==> config.mk <==
export PLATFORM = sky130hd
export DESIGN_NAME = kb_ctrl
export DESIGN_NICKNAME = d
export VERILOG_FILES = /design/src/rtl/kb_ctrl.sv
export SDC_FILE = /design/constraint.sdc
export NUM_CORES = 1
export LEC_CHECK = 0
export BUFFER_PORTS_ARGS = -buffer_cell sky130_fd_sc_hd__buf_4
export CORE_AREA = 2 2 145 147
export CTS_CLUSTER_DIAMETER = 30
export DETAILED_ROUTE_END_ITERATION = 8
export DIE_AREA = 0 0 147 149
export SLEW_MARGIN = 20
export SYNTH_ARGS = -nofsm -noshare
export SYNTH_HDL_FRONTEND = slang
export SYNTH_SLANG_ARGS = --single-unit
==> constraint.sdc <==
create_clock -name clk -period 8.5 [get_ports clk]
set_input_delay 0.425 -clock clk [delete_from_list [all_inputs] [get_ports clk]]
set_output_delay 0.425 -clock clk [all_outputs]
set_load 0.005 [all_outputs]
==> src/rtl/kb_ctrl.sv <==
// PS/2 keyboard controller: turns receiver scan-code events into ASCII characters,
// tracks Shift/Ctrl/CapsLock, queues them in a FIFO and serves CPU data/status reads.
module kb_ctrl #(
  parameter int unsigned DEPTH = 16,
  parameter int unsigned AW    = 4
) (
  input  logic        clk,
  input  logic        rst,
  input  logic        kb_ready,
  input  logic [7:0]  kb_code,
  input  logic        kb_e0,
  input  logic        kb_break,
  input  logic        rd_data,
  input  logic        rd_stat,
  output logic [15:0] cpu_dout,
  output logic        data_avail,
  output logic        overflow
);

  localparam logic [1:0] StIdle   = 2'd0;
  localparam logic [1:0] StDecode = 2'd1;
  localparam logic [1:0] StPush   = 2'd2;

  localparam logic [AW:0] FullCount = (AW+1)'(DEPTH);

  logic          kb_ready_q;
  logic [1:0]    state_q, state_d;
  logic [7:0]    code_q;
  logic          e0_q, brk_q;
  logic          shift_q, shift_d, ctrl_q, ctrl_d, caps_q, caps_d;
  logic [7:0]    char_q;
  logic [7:0]    mem [DEPTH];
  logic [AW-1:0] wr_ptr_q, rd_ptr_q;
  logic [AW:0]   count_q, count_d;
  logic          overflow_q, overflow_d;
  logic [15:0]   cpu_dout_q, cpu_dout_d;

  logic       kb_event;
  logic       char_vld;
  logic [7:0] char_val;
  logic [4:0] letter;
  logic       empty, full, push, pop, wr_en, ovf_set;

  // Set-2 US-layout letter codes mapped to alphabet index 1..26; 0 means not a letter.
  function automatic logic [4:0] letter_idx(input logic [7:0] c);
    case (c)
      8'h1C: return 5'd1;   8'h32: return 5'd2;   8'h21: return 5'd3;   8'h23: return 5'd4;
      8'h24: return 5'd5;   8'h2B: return 5'd6;   8'h34: return 5'd7;   8'h33: return 5'd8;
      8'h43: return 5'd9;   8'h3B: return 5'd10;  8'h42: return 5'd11;  8'h4B: return 5'd12;
      8'h3A: return 5'd13;  8'h31: return 5'd14;  8'h44: return 5'd15;  8'h4D: return 5'd16;
      8'h15: return 5'd17;  8'h2D: return 5'd18;  8'h1B: return 5'd19;  8'h2C: return 5'd20;
      8'h3C: return 5'd21;  8'h2A: return 5'd22;  8'h1D: return 5'd23;  8'h22: return 5'd24;
      8'h35: return 5'd25;  8'h1A: return 5'd26;
      default: return 5'd0;
    endcase
  endfunction

  assign kb_event = kb_ready & ~kb_ready_q;

  // Modifiers follow the raw receiver inputs on the event edge, before translation runs.
  always_comb begin
    shift_d = shift_q;
    ctrl_d  = ctrl_q;
    caps_d  = caps_q;
    if (state_q == StIdle && kb_event) begin
      case (kb_code)
        8'h12, 8'h59: shift_d = ~kb_break;
        8'h14:        ctrl_d  = ~kb_break;
        8'h58:        caps_d  = kb_break ? caps_q : ~caps_q;
        default: ;
      endcase
    end
  end

  always_comb begin
    char_vld = 1'b0;
    char_val = 8'h00;
    letter   = letter_idx(code_q);
    if (!brk_q) begin
      if (e0_q) begin
        if (code_q == 8'h5A) begin
          char_vld = 1'b1;
          char_val = 8'h0D;
        end
      end else if (letter != 5'd0) begin
        char_vld = 1'b1;
        if (ctrl_q)                char_val = {3'b000, letter};
        else if (shift_q ^ caps_q) char_val = 8'h40 + {3'b000, letter};
        else                       char_val = 8'h60 + {3'b000, letter};
      end else begin
        char_vld = 1'b1;
        case (code_q)
          8'h45: char_val = 8'h30;
          8'h16: char_val = 8'h31;
          8'h1E: char_val = 8'h32;
          8'h26: char_val = 8'h33;
          8'h25: char_val = 8'h34;
          8'h2E: char_val = 8'h35;
          8'h36: char_val = 8'h36;
          8'h3D: char_val = 8'h37;
          8'h3E: char_val = 8'h38;
          8'h46: char_val = 8'h39;
          8'h29: char_val = 8'h20;
          8'h5A: char_val = 8'h0D;
          8'h66: char_val = 8'h08;
          8'h76: char_val = 8'h1B;
          8'h0D: char_val = 8'h09;
          default: char_vld = 1'b0;
        endcase
      end
    end
  end

  always_comb begin
    state_d = state_q;
    case (state_q)
      StIdle:   if (kb_event) state_d = StDecode;
      StDecode: state_d = char_vld ? StPush : StIdle;
      StPush:   state_d = StIdle;
      default:  state_d = StIdle;
    endcase
  end

  assign empty   = (count_q == '0);
  assign full    = (count_q == FullCount);
  assign push    = (state_q == StPush);
  assign pop     = rd_data & ~empty;
  // A same-cycle pop frees the slot, so a push into a full FIFO still lands.
  assign wr_en   = push & (~full | pop);
  assign ovf_set = push & full & ~pop;

  always_comb begin
    count_d = count_q;
    if (wr_en && !pop)      count_d = count_q + 1'b1;
    else if (pop && !wr_en) count_d = count_q - 1'b1;
  end

  always_comb begin
    overflow_d = overflow_q;
    if (ovf_set)                overflow_d = 1'b1;
    else if (rd_stat && !rd_data) overflow_d = 1'b0;
  end

  always_comb begin
    cpu_dout_d = cpu_dout_q;
    if (rd_data)      cpu_dout_d = empty ? 16'h0000 : {8'h00, mem[rd_ptr_q]};
    else if (rd_stat) cpu_dout_d = {13'b0, overflow_q, full, ~empty};
  end

  always_ff @(posedge clk) begin
    if (!rst) begin
      kb_ready_q <= 1'b0;
      state_q    <= StIdle;
      code_q     <= 8'h00;
      e0_q       <= 1'b0;
      brk_q      <= 1'b0;
      shift_q    <= 1'b0;
      ctrl_q     <= 1'b0;
      caps_q     <= 1'b0;
      char_q     <= 8'h00;
      wr_ptr_q   <= '0;
      rd_ptr_q   <= '0;
      count_q    <= '0;
      overflow_q <= 1'b0;
      cpu_dout_q <= 16'h0000;
    end else begin
      kb_ready_q <= kb_ready;
      state_q    <= state_d;
      shift_q    <= shift_d;
      ctrl_q     <= ctrl_d;
      caps_q     <= caps_d;
      if (state_q == StIdle && kb_event) begin
        code_q <= kb_code;
        e0_q   <= kb_e0;
        brk_q  <= kb_break;
      end
      if (state_q == StDecode) char_q <= char_val;
      if (wr_en) wr_ptr_q <= wr_ptr_q + 1'b1;
      if (pop)   rd_ptr_q <= rd_ptr_q + 1'b1;
      count_q    <= count_d;
      overflow_q <= overflow_d;
      cpu_dout_q <= cpu_dout_d;
    end
  end

  always_ff @(posedge clk) begin
    if (wr_en) mem[wr_ptr_q] <= char_q;
  end

  assign cpu_dout   = cpu_dout_q;
  assign data_avail = ~empty;
  assign overflow   = overflow_q;

endmodule

==> run metrics <==
Cell Area, Synth=~8000 um^2; slowest cell on the critical path=nor4_1; TritonCTS Sinks=around 170; setup TNS=0 ps; Total Routed Length=roughly 18000 um; Hold Startpoint=kb_ready; layout cells sized above 1=a little under a fifth; GRT Util Overall=17.3%; worst r2r src=count_q[1]; most frequent cells after synthesis=edfxtp_1 (112), dfxtp_1 (53), nor2_1 (48), nand2_1 (37); Initial Utilization=around 39%; WL met3=807 um; 1st-pass router iterations=5; RSZ-0062 raised after global routing=false; syn_area_per_cell=about 12 um^2; most frequent CP cell=a21oi_1; Crit path largest cell delay=~750 ps; vias in the first global route=5179; max-cap violations=0; fin crit share=between 30% and 40%; hold_buf cts=0; Die W=about 150 um; CTS tree=done; most numerous cell in the Yosys netlist=edfxtp_1; Placer Congestion=~0.81; worst path bufs/invs=2; Area Growth Syn to Fin=11.8%; max layer used=met4; Final Total Pwr=between 1.5 and 2 mW; Yosys cell types=81; area of the core=around 21000 um^2; Max Clock Skew=11.4 ps; CP startpoint=count_q[1]; pre-CTS setup slack=roughly 5200 ps; synth top area cells=edfxtp_1 (42%), dfxtp_1 (13%), mux4_2 (8.2%); I/O Buffers=23; Mapped Cells=645; Root Buffer=clkbuf_16; crit path DAT=about 3700 ps; Via Count=~5400; endpoints failing setup=0; FMAX=a little over 300 MHz; # IOs=33; antenna violations before repair=0; Reg clk slew, reported paths=~70 ps; top cell type's share of synthesized area=roughly 42%; die area=around 22000 um^2; Die H=roughly 150 um; WL/cell=just under 20 um; asr flop ratio synth=0%; wire length on met1=a little under 9000 um; Post-synth EDFFs=112; HP Class=in2reg; first-pass GRT wire length=approximately 29000 um; fin area=a little under 9000 um^2; critical path class=reg2reg; sequential-to-total area share from yosys stat=approximately 56%; Main synth FF type=edfxtp_1; Post-Place Cell Area=around 8300 um^2; CP top delay family=simple AND/OR/NAND/NOR gates; crit path launch type=flip-flop; status=completed; Max clock buf depth=2; vias per cell=about 5.7; Pleak=2.94 nW; CTS Buf Count=17; number of synthesized register bits=around 170; met2 routed WL=just under 9000 um; drt drc=0; n_diodes=0; Power Density=approximately 220 nW/um^2; Finished Layout Cells=between 900 and 1000; Overflow after GRT=0; nets=680; hpwl dp=12300 um; # H-tree levels=4; Post-DRT Antenna Nets=0; worst rel slew slack=between 40% and 50%; CP max FO=8; final setup margin=~5200 ps; Post-Place Cells=around 910; worst vdd ir=around 180 uV; fin. max-slew vios=0; CP cell instances=nor4_1 > a21oi_1 > inv_1 > ha_1 > inv_1 > fa_1 > a21o_1 > a21oi_1 > xnor2_1 > or3_1 > a21oi_1; Final Hold Fails=0; cell taking the most area after synthesis=edfxtp_1; clk_lat worst skew=roughly 430 ps; WP data required=approximately 9000 ps; largest net degree at the start of global routing=between 40 and 50; initial drt markers=501; YS warnings=0; fin crit period=roughly 3300 ps; Worst Tran Pin Value=893 ps; # rows=between 50 and 60; post-CTS sizing=0; post-CTS setup buffer count=0; Worst setup EP type=flip-flop
metrics by stage:
stage          hold WS, ps  util, %
2_1_floorplan          455        -
3_3_place_gp           490     40.6
3_5_place_dp           495     40.6
4_1_cts                203     43.3
5_1_grt                208     43.3
6_report               220     43.3
layout by cell type, fill, tap and decap left out, types with 13 or more instances in the layout:
| cell type | n |
|---|---|
| mux4_2 | 29 |
| a21oi_1 | 30 |
| o21ai_0 | 21 |
| nor3_1 | 13 |
| nor2_1 | 48 |
| nand3_1 | 17 |
| buf_4 | 32 |
| nand2_1 | 37 |
| ha_1 | 13 |
| dfxtp_1 | 52 |
| clkbuf_16 | 17 |
| inv_1 | 20 |
| mux2i_1 | 23 |
| edfxtp_1 | 112 |
registers in the layout (all words and copies together) (netlist names), named ones only:
signal,flops
rd_ptr_q,4
count_q,5
kb_ready_q,1
state_q,2
wr_ptr_q,4
mem,112
e0_q,1
overflow,1
ctrl_q,1
code_q,8
caps_q,1
cpu_dout,7
char_q,7
shift_q,1
brk_q,1
cell type report:
class / instances / area (um^2)
Fill cell: 1917 / 11600
Sequential cell: 165 / 4430
Multi-Input combinational cell: 413 / 3240
Clock buffer: 17 / 425
Tap cell: 275 / 344
Timing Repair Buffer: 32 / 240
Clock inverter: 15 / 145
Inverter: 22 / 82.6
power breakdown:
part           internal (mW)  leakage, nW  switching (mW)
Combinational          0.143         1.24           0.135
Clock                  0.411        0.277           0.340
Sequential             0.875         1.42          0.0558
Total                   1.43         2.94           0.531
metal layers:
metal,up-vias,GRT usage [%]
li1,2445,-
met1,2745,24.2
met2,144,27.4
met3,17,4.16
met4,0,4.28
met5,-,0
cells by family (layout without fill, tap and decap cells):
kind of cell    after synthesis  after routing  share of synthesized area [%]
simple gates                193            193                           13.3
flops                       165            165                           55.5
compound gates              119            119                           10.2
buf+inv                      75             86                           4.22
mux                          64             64                           12.8
fa+ha+maj                    14             14                           2.29
xor+xnor                     14             14                           1.54
other cells                   1              9                         0.0471
path summary, 6_finish.rpt:
check          endpoint  slack, ps  depth (start not counted)
min          kb_ready_q        220                          2
min reg2reg    overflow        500                          2
max reg2reg  count_q[4]       5200                         11
max          count_q[4]       5200                         11
Note: power is estimated with default switching activity, not from simulation.
